**src/rtl/gpio_message_rx_if.sv**
```systemverilog
// Signal bundle between the peer-facing GPIO pins, the receiver and the
// LCD/message mux.
//
// Handshake: message_valid is a one-cycle strobe with no ready/back-pressure.
// message_in changes only in the cycle message_valid is high and then holds
// until the next strobe or reset. gpio_ack is a level: high from the valid
// cycle until the peer drops gpio_frame.
interface gpio_message_rx_if #(
    parameter int MSG_BITS = 128
);
    logic                gpio_frame;
    logic                gpio_sclk;
    logic                gpio_sdata;
    logic                gpio_ack;
    logic [MSG_BITS-1:0] message_in;
    logic                message_valid;
    logic                busy;
    logic [7:0]          bit_count;
    logic                frame_error;

    modport master (
        output gpio_frame, gpio_sclk, gpio_sdata,
        input  gpio_ack, message_in, message_valid, busy, bit_count, frame_error
    );

    modport slave (
        input  gpio_frame, gpio_sclk, gpio_sdata,
        output gpio_ack, message_in, message_valid, busy, bit_count, frame_error
    );
endinterface

```
**src/rtl/gpio_message_rx.sv**
```systemverilog
// gpio_message_rx: receive end of the board-to-board GPIO message link.
// Synchronizes frame/sclk/sdata into the clock domain, shifts one frame in
// MSB first, publishes the message with a one-cycle valid strobe and raises
// gpio_ack until the peer drops its frame line.
//
// Optional feature macro: GPIO_RX_PARITY_CHECK_EN
//   defined   -> frame is MSG_BITS payload bits plus one even-parity bit
//   undefined -> frame is exactly MSG_BITS payload bits
//
// dbg_state_o encoding: 0 IDLE, 1 SHIFT, 2 DONE, 3 ERROR.
module gpio_message_rx #(
    parameter int MSG_BITS       = 128,
    parameter int SYNC_STAGES    = 2,
    parameter int TIMEOUT_CYCLES = 100000000
) (
    input  logic               clock,
    input  logic               reset,
    gpio_message_rx_if.slave   bus,
    output logic [1:0]         dbg_state_o
);

`ifdef GPIO_RX_PARITY_CHECK_EN
    localparam int FRAME_BITS = MSG_BITS + 1;
`else
    localparam int FRAME_BITS = MSG_BITS;
`endif
    localparam int              TO_W         = $clog2(TIMEOUT_CYCLES + 1);
    localparam logic [7:0]      MSG_BITS_C   = 8'(MSG_BITS);
    localparam logic [7:0]      LAST_BIT_C   = 8'(FRAME_BITS - 1);
    localparam logic [7:0]      FRAME_BITS_C = 8'(FRAME_BITS);
    localparam logic [TO_W-1:0] TO_LAST_C    = TO_W'(TIMEOUT_CYCLES - 1);

    typedef enum logic [1:0] {
        ST_IDLE  = 2'd0,
        ST_SHIFT = 2'd1,
        ST_DONE  = 2'd2,
        ST_ERROR = 2'd3
    } state_t;

    state_t state_q, state_d;

    logic [SYNC_STAGES-1:0] frame_sync_q, sclk_sync_q, sdata_sync_q;
    logic                   frame_hist_q, sclk_hist_q;
    logic                   frame_s, sdata_s;
    logic                   frame_rise, frame_fall, sclk_rise;

    logic [MSG_BITS-1:0]    shift_q, shift_d;
    logic [MSG_BITS-1:0]    message_q, message_d;
    logic [7:0]             bit_count_q, bit_count_d;
    logic [TO_W-1:0]        to_cnt_q, to_cnt_d;
    logic                   valid_q, valid_d;
    logic                   error_q, error_d;
    logic                   ack_q, busy_q;

    // Input synchronizers plus one history flop per edge-detected line.
    always_ff @(posedge clock) begin
        if (reset) begin
            frame_sync_q <= '0;
            sclk_sync_q  <= '0;
            sdata_sync_q <= '0;
            frame_hist_q <= 1'b0;
            sclk_hist_q  <= 1'b0;
        end else begin
            frame_sync_q <= {frame_sync_q[SYNC_STAGES-2:0], bus.gpio_frame};
            sclk_sync_q  <= {sclk_sync_q[SYNC_STAGES-2:0], bus.gpio_sclk};
            sdata_sync_q <= {sdata_sync_q[SYNC_STAGES-2:0], bus.gpio_sdata};
            frame_hist_q <= frame_sync_q[SYNC_STAGES-1];
            sclk_hist_q  <= sclk_sync_q[SYNC_STAGES-1];
        end
    end

    assign frame_s    = frame_sync_q[SYNC_STAGES-1];
    assign sdata_s    = sdata_sync_q[SYNC_STAGES-1];
    assign frame_rise = frame_s & ~frame_hist_q;
    assign frame_fall = ~frame_s & frame_hist_q;
    assign sclk_rise  = sclk_sync_q[SYNC_STAGES-1] & ~sclk_hist_q;

    // Next-state and datapath decisions; a bit arriving with frame_fall is
    // taken first, so a completing bit still wins over the abort.
    always_comb begin
        state_d     = state_q;
        shift_d     = shift_q;
        message_d   = message_q;
        bit_count_d = bit_count_q;
        to_cnt_d    = to_cnt_q;
        valid_d     = 1'b0;
        error_d     = error_q;

        case (state_q)
            ST_IDLE: begin
                if (frame_rise) begin
                    shift_d     = '0;
                    bit_count_d = '0;
                    to_cnt_d    = '0;
                    error_d     = 1'b0;
                    state_d     = ST_SHIFT;
                end
            end

            ST_SHIFT: begin
                if (sclk_rise) begin
                    to_cnt_d = '0;
                    if (bit_count_q < FRAME_BITS_C) begin
                        bit_count_d = bit_count_q + 8'd1;
                    end
                    // The parity bit (when present) never enters the payload.
                    if (bit_count_q < MSG_BITS_C) begin
                        shift_d = {shift_q[MSG_BITS-2:0], sdata_s};
                    end
                    if (bit_count_q == LAST_BIT_C) begin
`ifdef GPIO_RX_PARITY_CHECK_EN
                        if ((^shift_q) == sdata_s) begin
                            message_d = shift_q;
                            valid_d   = 1'b1;
                            state_d   = ST_DONE;
                        end else begin
                            error_d = 1'b1;
                            state_d = ST_ERROR;
                        end
`else
                        message_d = {shift_q[MSG_BITS-2:0], sdata_s};
                        valid_d   = 1'b1;
                        state_d   = ST_DONE;
`endif
                    end else if (frame_fall) begin
                        error_d = 1'b1;
                        state_d = ST_ERROR;
                    end
                end else if (frame_fall) begin
                    error_d = 1'b1;
                    state_d = ST_ERROR;
                end else if (to_cnt_q == TO_LAST_C) begin
                    to_cnt_d = to_cnt_q + TO_W'(1);
                    error_d  = 1'b1;
                    state_d  = ST_ERROR;
                end else begin
                    to_cnt_d = to_cnt_q + TO_W'(1);
                end
            end

            ST_DONE: begin
                if (!frame_s) begin
                    state_d = ST_IDLE;
                end
            end

            ST_ERROR: begin
                if (!frame_s) begin
                    state_d = ST_IDLE;
                end
            end

            default: begin
                state_d = ST_IDLE;
            end
        endcase
    end

    // State, datapath and registered outputs.
    always_ff @(posedge clock) begin
        if (reset) begin
            state_q     <= ST_IDLE;
            shift_q     <= '0;
            message_q   <= '0;
            bit_count_q <= '0;
            to_cnt_q    <= '0;
            valid_q     <= 1'b0;
            error_q     <= 1'b0;
            ack_q       <= 1'b0;
            busy_q      <= 1'b0;
        end else begin
            state_q     <= state_d;
            shift_q     <= shift_d;
            message_q   <= message_d;
            bit_count_q <= bit_count_d;
            to_cnt_q    <= to_cnt_d;
            valid_q     <= valid_d;
            error_q     <= error_d;
            ack_q       <= (state_d == ST_DONE);
            busy_q      <= (state_d == ST_SHIFT);
        end
    end

    assign bus.gpio_ack      = ack_q;
    assign bus.message_in    = message_q;
    assign bus.message_valid = valid_q;
    assign bus.busy          = busy_q;
    assign bus.bit_count     = bit_count_q;
    assign bus.frame_error   = error_q;
    assign dbg_state_o       = state_q;

endmodule

```
**src/flat_wrapper.sv**
```systemverilog
// flat-port wrapper written by rule: the top's interface ports become plain ports
module gpio_message_rx_flat 
#(
    parameter int MSG_BITS       = 128,
    parameter int SYNC_STAGES    = 2,
    parameter int TIMEOUT_CYCLES = 100000000
)
  (clock, reset, dbg_state_o, bus_gpio_frame, bus_gpio_sclk, bus_gpio_sdata, bus_gpio_ack, bus_message_in, bus_message_valid, bus_busy, bus_bit_count, bus_frame_error);
  gpio_message_rx_if #(.MSG_BITS(MSG_BITS)) bus_i ();
  input  logic clock;
  input  logic reset;
  output logic [1:0] dbg_state_o;
  input wire logic [$bits(bus_i.gpio_frame)-1:0] bus_gpio_frame;
  input wire logic [$bits(bus_i.gpio_sclk)-1:0] bus_gpio_sclk;
  input wire logic [$bits(bus_i.gpio_sdata)-1:0] bus_gpio_sdata;
  output wire logic [$bits(bus_i.gpio_ack)-1:0] bus_gpio_ack;
  output wire logic [$bits(bus_i.message_in)-1:0] bus_message_in;
  output wire logic [$bits(bus_i.message_valid)-1:0] bus_message_valid;
  output wire logic [$bits(bus_i.busy)-1:0] bus_busy;
  output wire logic [$bits(bus_i.bit_count)-1:0] bus_bit_count;
  output wire logic [$bits(bus_i.frame_error)-1:0] bus_frame_error;
  assign bus_i.gpio_frame = bus_gpio_frame;
  assign bus_i.gpio_sclk = bus_gpio_sclk;
  assign bus_i.gpio_sdata = bus_gpio_sdata;
  assign bus_gpio_ack = bus_i.gpio_ack;
  assign bus_message_in = bus_i.message_in;
  assign bus_message_valid = bus_i.message_valid;
  assign bus_busy = bus_i.busy;
  assign bus_bit_count = bus_i.bit_count;
  assign bus_frame_error = bus_i.frame_error;
  gpio_message_rx #(.MSG_BITS(MSG_BITS), .SYNC_STAGES(SYNC_STAGES), .TIMEOUT_CYCLES(TIMEOUT_CYCLES)) u_core (.clock(clock), .reset(reset), .bus(bus_i), .dbg_state_o(dbg_state_o));
endmodule
```
**config.mk**
```make
export PLATFORM = sky130hd
export DESIGN_NAME = gpio_message_rx_flat
export DESIGN_NICKNAME = d
export VERILOG_FILES = /design/src/rtl/gpio_message_rx_if.sv /design/src/rtl/gpio_message_rx.sv /design/src/flat_wrapper.sv
export SDC_FILE = /design/constraint.sdc
export NUM_CORES = 1
export LEC_CHECK = 0
export ABC_AREA = 1
export CORE_UTILIZATION = 30
export DETAILED_ROUTE_END_ITERATION = 12
export DONT_BUFFER_PORTS = 1
export PLACE_DENSITY = 0.52
export SLEW_MARGIN = 20
export SYNTH_ARGS = -nofsm -noshare
export SYNTH_HDL_FRONTEND = slang
export SYNTH_SLANG_ARGS = --single-unit
```
**constraint.sdc**
```tcl
create_clock -name clock -period 4.3 [get_ports clock]
set_input_delay 1.075 -clock clock [delete_from_list [all_inputs] [get_ports clock]]
set_output_delay 1.075 -clock clock [all_outputs]
set_load 0.02 [all_outputs]
```
==> results of run 1 <==
==> final timing paths <==
path | start | to | slack, ps
min reg2reg | u_core.sclk_sync_q[0] | u_core.sclk_sync_q[1] | 400
min | u_core.sclk_sync_q[0] | u_core.sclk_sync_q[1] | 400
max | u_core.dbg_state_o[0] | u_core.to_cnt_q[4] | 1710
max reg2reg | u_core.dbg_state_o[0] | u_core.to_cnt_q[4] | 1710
==> through the flow <==
step / std cells / total power (µW)
CTS: 1987 / 6470
finish: 1987 / 6350
global placement: 1923 / 3230
detailed placement: 1923 / 3230
global route: 1987 / 6620
floorplan: 1505 / 3170
==> cell families (layout without fill, tap and decap cells) <==
family	after synthesis	in the layout	share of synthesized area [%]
adder cells (fa/ha/maj)	2	2	0.219
AND/OR/NAND/NOR	834	834	31.2
buffers and inverters	164	135	6.24
XOR/XNOR	1	1	0.0768
flip-flops	304	304	53.3
AO/OA/AOI/OAI	200	200	8.93
==> state kept, by name, indices dropped and copies added, names as in the netlist <==
name and count:
u_core.to_cnt_q 27, u_core.bus.message_in 128, u_core.bus.frame_error 1, u_core.bus.busy 1, u_core.sclk_sync_q 2, u_core.sdata_sync_q 2, u_core.dbg_state_o 2, u_core.bus.message_valid 1
u_core.bus.gpio_ack 1, u_core.sclk_hist_q 1, u_core.shift_q 127, u_core.frame_hist_q 1, u_core.frame_sync_q 2, u_core.bus.bit_count 8
==> worst min-delay path: cells and delay by family, from the launching register on <==
family	cells	cell delay [ps]
flip-flops	1	290
buffers and inverters	1	40
AND/OR/NAND/NOR	1	30
==> placed cells by master (no fill, tap or decap), types with 2 or more instances in the layout <==
master        n
nor3_1       14
clkbuf_8      6
nand3_1     255
nor2_4        2
bufinv_16     5
inv_4         2
buf_4         7
nor2_2        4
inv_1        56
clkinv_2      6
nor2_1       76
ha_1          2
a31oi_1       2
nand2_2       2
clkbuf_16    37
o21ai_0      26
clkinvlp_4    2
clkbuf_1      7
buf_12        3
nand4_1      13
a21oi_1     167
dfxtp_1     304
nand2_1     460
inv_2         3
==> power by group <==
group          leakage (µW)  switching, µW  internal (µW)  total [µW]
logic               0.00186            256           48.0         304
registers           0.00245           21.6           2840        2860
clock network      0.000608           1200           1980        3190
==> layout make-up <==
cell class	count	area, µm²	share of cell area, %
well taps	511	639	4.94
multi-input cells	1037	4640	35.8
clock buffers	50	1030	7.99
inverters	61	234	1.81
flip-flops and latches	304	6090	47.0
clock inverters	14	206	1.59
repair buffers	10	113	0.869
==> cells in the mapped netlist, types with 2 or more instances <==
cell type	instances
buf_4	10
buf_2	29
inv_2	4
a31oi_1	2
inv_1	57
buf_1	19
nor2_2	5
nor3_2	2
o21ai_0	26
ha_1	2
nand2_1	460
clkbuf_1	42
a21oi_1	167
nor2_1	76
nand2_2	3
nand3_1	255
dfxtp_1	304
nor3_1	14
buf_6	3
nand4_1	13
==> metal layers <==
layer / vias to the layer above / share of wire (%) / track usage [%]
met3: 47 / 7.3 / 5.00
met1: 4502 / 45 / 19.5
met5: - / 0 / 0
li1: 4822 / - / -
met4: 0 / 2.0 / 4.77
met2: 205 / 46 / 24.3
==> flow_metrics.tcl, run 1 <==
set metrics [dict create \
    worstPathArrival_ps 3050 \
    post_cts_resized 0 \
    cts-htree-levels 2 \
    port_buffers 0 \
    die_height_um 197 \
    setup_viol 0 \
    timing.final.crit_share_pct 60.3 \
    drive_above_1_share_pct 5.83 \
    routed_via_density 4.82 \
    cp_common_cell "inv_2" \
    slowest_stage "buf_4" \
    hold_viol_final 0 \
    grt_usage_pct 15.3 \
    synth_area_mm2 0.0114 \
    grt_pass1_wl_um 47600 \
    final_area_mm2 0.0130 \
    cp.required_ps 4760 \
    ant_nets 0 \
    cts.sinks 304 \
    async_flop_share_pct 0 \
    postCtsHoldBufs 0 \
    crit_chain "inv_2 -> nor2_4 -> buf_4 -> nand3_1 -> nand2_2 -> inv_2 -> nand2_1 -> o21ai_0 -> a21oi_1" \
    outcome "finished clean" \
    seq_area_frac_synth_pct 53.3 \
    grt-ovfl-total 0 \
    post_dp_cell_area_mm2 0.0117 \
    area_growth_pct 13.5 \
    antenna_cells 0 \
    hold_class "reg -> reg" \
    synth_cell_types 32 \
    leakage_uw 0.00491 \
    netlist.area_leader.share_pct 53.3 \
    numCtsBuffers 36 \
    ys_seq_elements 304 \
    die_x_um 197 \
    criticalPathCategory "reg -> reg" \
    syn_nets 1512 \
    crit_fanout 59 \
    cp-end-kind "flip-flop" \
    antenna_found_initial 0 \
    die-area_mm2 0.0388 \
    path_clk_slew_ps 60 \
    max_freq_ghz 0.385 \
    yosysWarningCount 0 \
    core_area_mm2 0.0376 \
    path_delay_family "buffers and inverters" \
    powerDensity_mw_per_mm2 490 \
    synth_area_leaders "dfxtp_1 (53%), nand2_1 (15%), nand3_1 (11%)" \
    yosys.area.top_type "dfxtp_1" \
    num_vias 9576 \
    cts_tree "built" \
    reg2reg_depth 9 \
    place.gp.congestion 0.859 \
    critical-path-max-stage-delay_ps 580 \
    startpoint_type "flip-flop" \
    fin_nets 1457 \
    dpl.hpwl_um 17300 \
    min_period_ps 2590 \
    skew_ps 14.2 \
    postCtsSetupBuffers 0 \
    initialDrtViolationCount 593 \
    drtPass1Iterations 5 \
    slew_headroom_pct 26.0 \
    fin_ws_ps 1710 \
    insertion_delay_ps 530 \
    postLayoutCoreUtil_pct 34.5 \
    num_io_pins 147 \
    fill_cells 3951 \
    rsz0062_at_grt "no" \
    whs_ps 401 \
    drc 0 \
    crit_cells 9 \
    synth_edf_count 0 \
    worst-path-buf-inv 3 \
    synthFlopType "dfxtp_1" \
    slew_viol_final 0 \
    initial_core_util_pct 30.4 \
    peakVddDrop_uv 229 \
    hold_depth 2 \
    wl_um 29800 \
    worst_slew_pin_slew_ps 1110 \
    dp_slack_ps 1660 \
    rows 71 \
    syn_area_per_cell_um2 7.58 \
    final.setup.tns_ps 0 \
    cts.path.max_buffers 3 \
    grt_pass1_vias 8696 \
    wl_per_cell_um 15.0 \
    grt_max_degree 152 \
    max_cap_viol_count 0 \
    clock-root-buffer "clkbuf_16" \
    syn_inst 1505 \
]
Note: power is estimated with default switching activity, not from simulation.
==> run 2, diff against run 1 <==
Clock period 4.3 ns to 2.7 ns, I/O delays scaled along.
==> flow_metrics.tcl, run 2 (synthesis results as in run 1) <==
set metrics [dict create \
    grt_max_degree 152 \
    peakVddDrop_uv 378 \
    final_cells 1995 \
    routed_via_density 4.76 \
    wl_um 29700 \
    postCtsHoldBufs 0 \
    fill_cells 3979 \
    final_common_cell "nand2_1" \
    hold_viol_final 0 \
    dpl.hpwl_um 17700 \
    num_vias 9492 \
    slew_headroom_pct 47.8 \
    clock-root-buffer "clkbuf_16" \
    final_cell_mix "nand2_1 (460), dfxtp_1 (304), nand3_1 (255), a21oi_1 (167), nor2_1 (76)" \
    cp.required_ps 3170 \
    place.gp.congestion 0.868 \
    timing.final.crit_share_pct 78.0 \
    port_buffers 0 \
    rsz0062_at_grt "no" \
    finalPower_uw 9760 \
    drive_above_1_share_pct 6.06 \
    rows 71 \
    initial_core_util_pct 30.4 \
    core_area_mm2 0.0376 \
    outcome "finished clean" \
    cp-end-kind "flip-flop" \
    postCtsSetupBuffers 0 \
    final.setup.tns_ps 0 \
    skew_ps 11.6 \
    drtPass1Iterations 4 \
    largest_reg_flops 128 \
    cts.sinks 304 \
    grt_pass1_vias 9024 \
    powerDensity_mw_per_mm2 754 \
    slew_viol_final 0 \
    fin_ws_ps 594 \
    startpoint_type "flip-flop" \
    die_height_um 197 \
    drc 0 \
    fin_nets 1466 \
    max_freq_ghz 0.475 \
    cts_tree "built" \
    dp.cells 1933 \
    worstPathArrival_ps 2580 \
    antenna_found_initial 0 \
    antenna_cells 0 \
    cts-htree-levels 2 \
    ant_nets 0 \
    die-area_mm2 0.0388 \
    post_cts_resized 0 \
    path_clk_slew_ps 60 \
    initialDrtViolationCount 501 \
    worst_slew_pin_slew_ps 783 \
    numCtsBuffers 35 \
    max_cap_viol_count 0 \
    area_growth_pct 13.4 \
    criticalPathCategory "reg -> reg" \
    grt_pass1_wl_um 47700 \
    crit_fanout 45 \
    hold_class "in -> reg" \
    wl_per_cell_um 14.9 \
    setup_viol 0 \
    insertion_delay_ps 520 \
    grt-ovfl-total 0 \
    min_period_ps 2110 \
    num_io_pins 147 \
    leakage_uw 0.00492 \
    grt_usage_pct 15.2 \
    cts.path.max_buffers 3 \
    dp_slack_ps 552 \
    die_x_um 197 \
]
==> run 2: changes by cell type in the layout (fill, tap and decap cells not counted) <==
cell	previous run	this run
clkinvlp_4	2	1
buf_4	7	14
inv_8	1	0
buf_12	3	6
clkinv_2	6	9
clkbuf_8	6	1
nor3_4	1	0
nor3_2	1	2
clkbuf_1	7	11
bufinv_16	5	3
==> run 2: path summary, 6_finish.rpt <==
path | end | slack [ps] | startpoint | depth (start not counted)
setup reg to reg | u_core.bus.message_in[81] | 590 | u_core.bus.bit_count[6] | 7
setup / recovery | u_core.bus.message_in[81] | 590 | u_core.bus.bit_count[6] | 7
hold reg to reg | u_core.sclk_sync_q[1] | 400 | u_core.sclk_sync_q[0] | 2
hold / removal | u_core.shift_q[8] | 230 | reset | 1
==> run 2: layout make-up <==
type,count,area (µm²),area share (%)
Sequential cell,304,6090,47.0
Multi-Input combinational cell,1037,4630,35.8
Clock buffer,49,981,7.58
Tap cell,511,639,4.94
Inverter,61,234,1.81
Timing Repair Buffer,20,225,1.74
Clock inverter,13,143,1.10
==> run 2: layer usage <==
layer / share of wire (%) / GRT usage [%] / wire, µm
met5: 0 / 0 / 0
met4: 2.9 / 6.63 / 851
met3: 5.8 / 3.98 / 1720
met2: 46 / 24.4 / 13600
met1: 46 / 19.1 / 13500
==> run 2: metrics by stage <==
| step | hold slack [ps] | utilization (%) | instance area (µm²) |
|---|---|---|---|
| floorplan | 388 | - | 11400 |
| global placement | 396 | 31.4 | 11800 |
| detailed placement | 398 | 31.4 | 11800 |
| CTS | 208 | 34.4 | 12900 |
| global route | 209 | 34.4 | 12900 |
| finish | 230 | 34.4 | 12900 |
==> run 2: report_power, final <==
part	internal (µW)	switching [µW]	total (µW)
clock	2830	1880	4710
sequential	4520	31.1	4550
combinational	98.6	407	506
==> run 2: worst max-delay path, cell delays in order (launching register included) <==
cell,delay (ps)
dfxtp_1,490
inv_1,140
nor3_2,340
nand4_4,170
nor2_4,150
buf_4,420
nand2_1,190
nand2_1,90
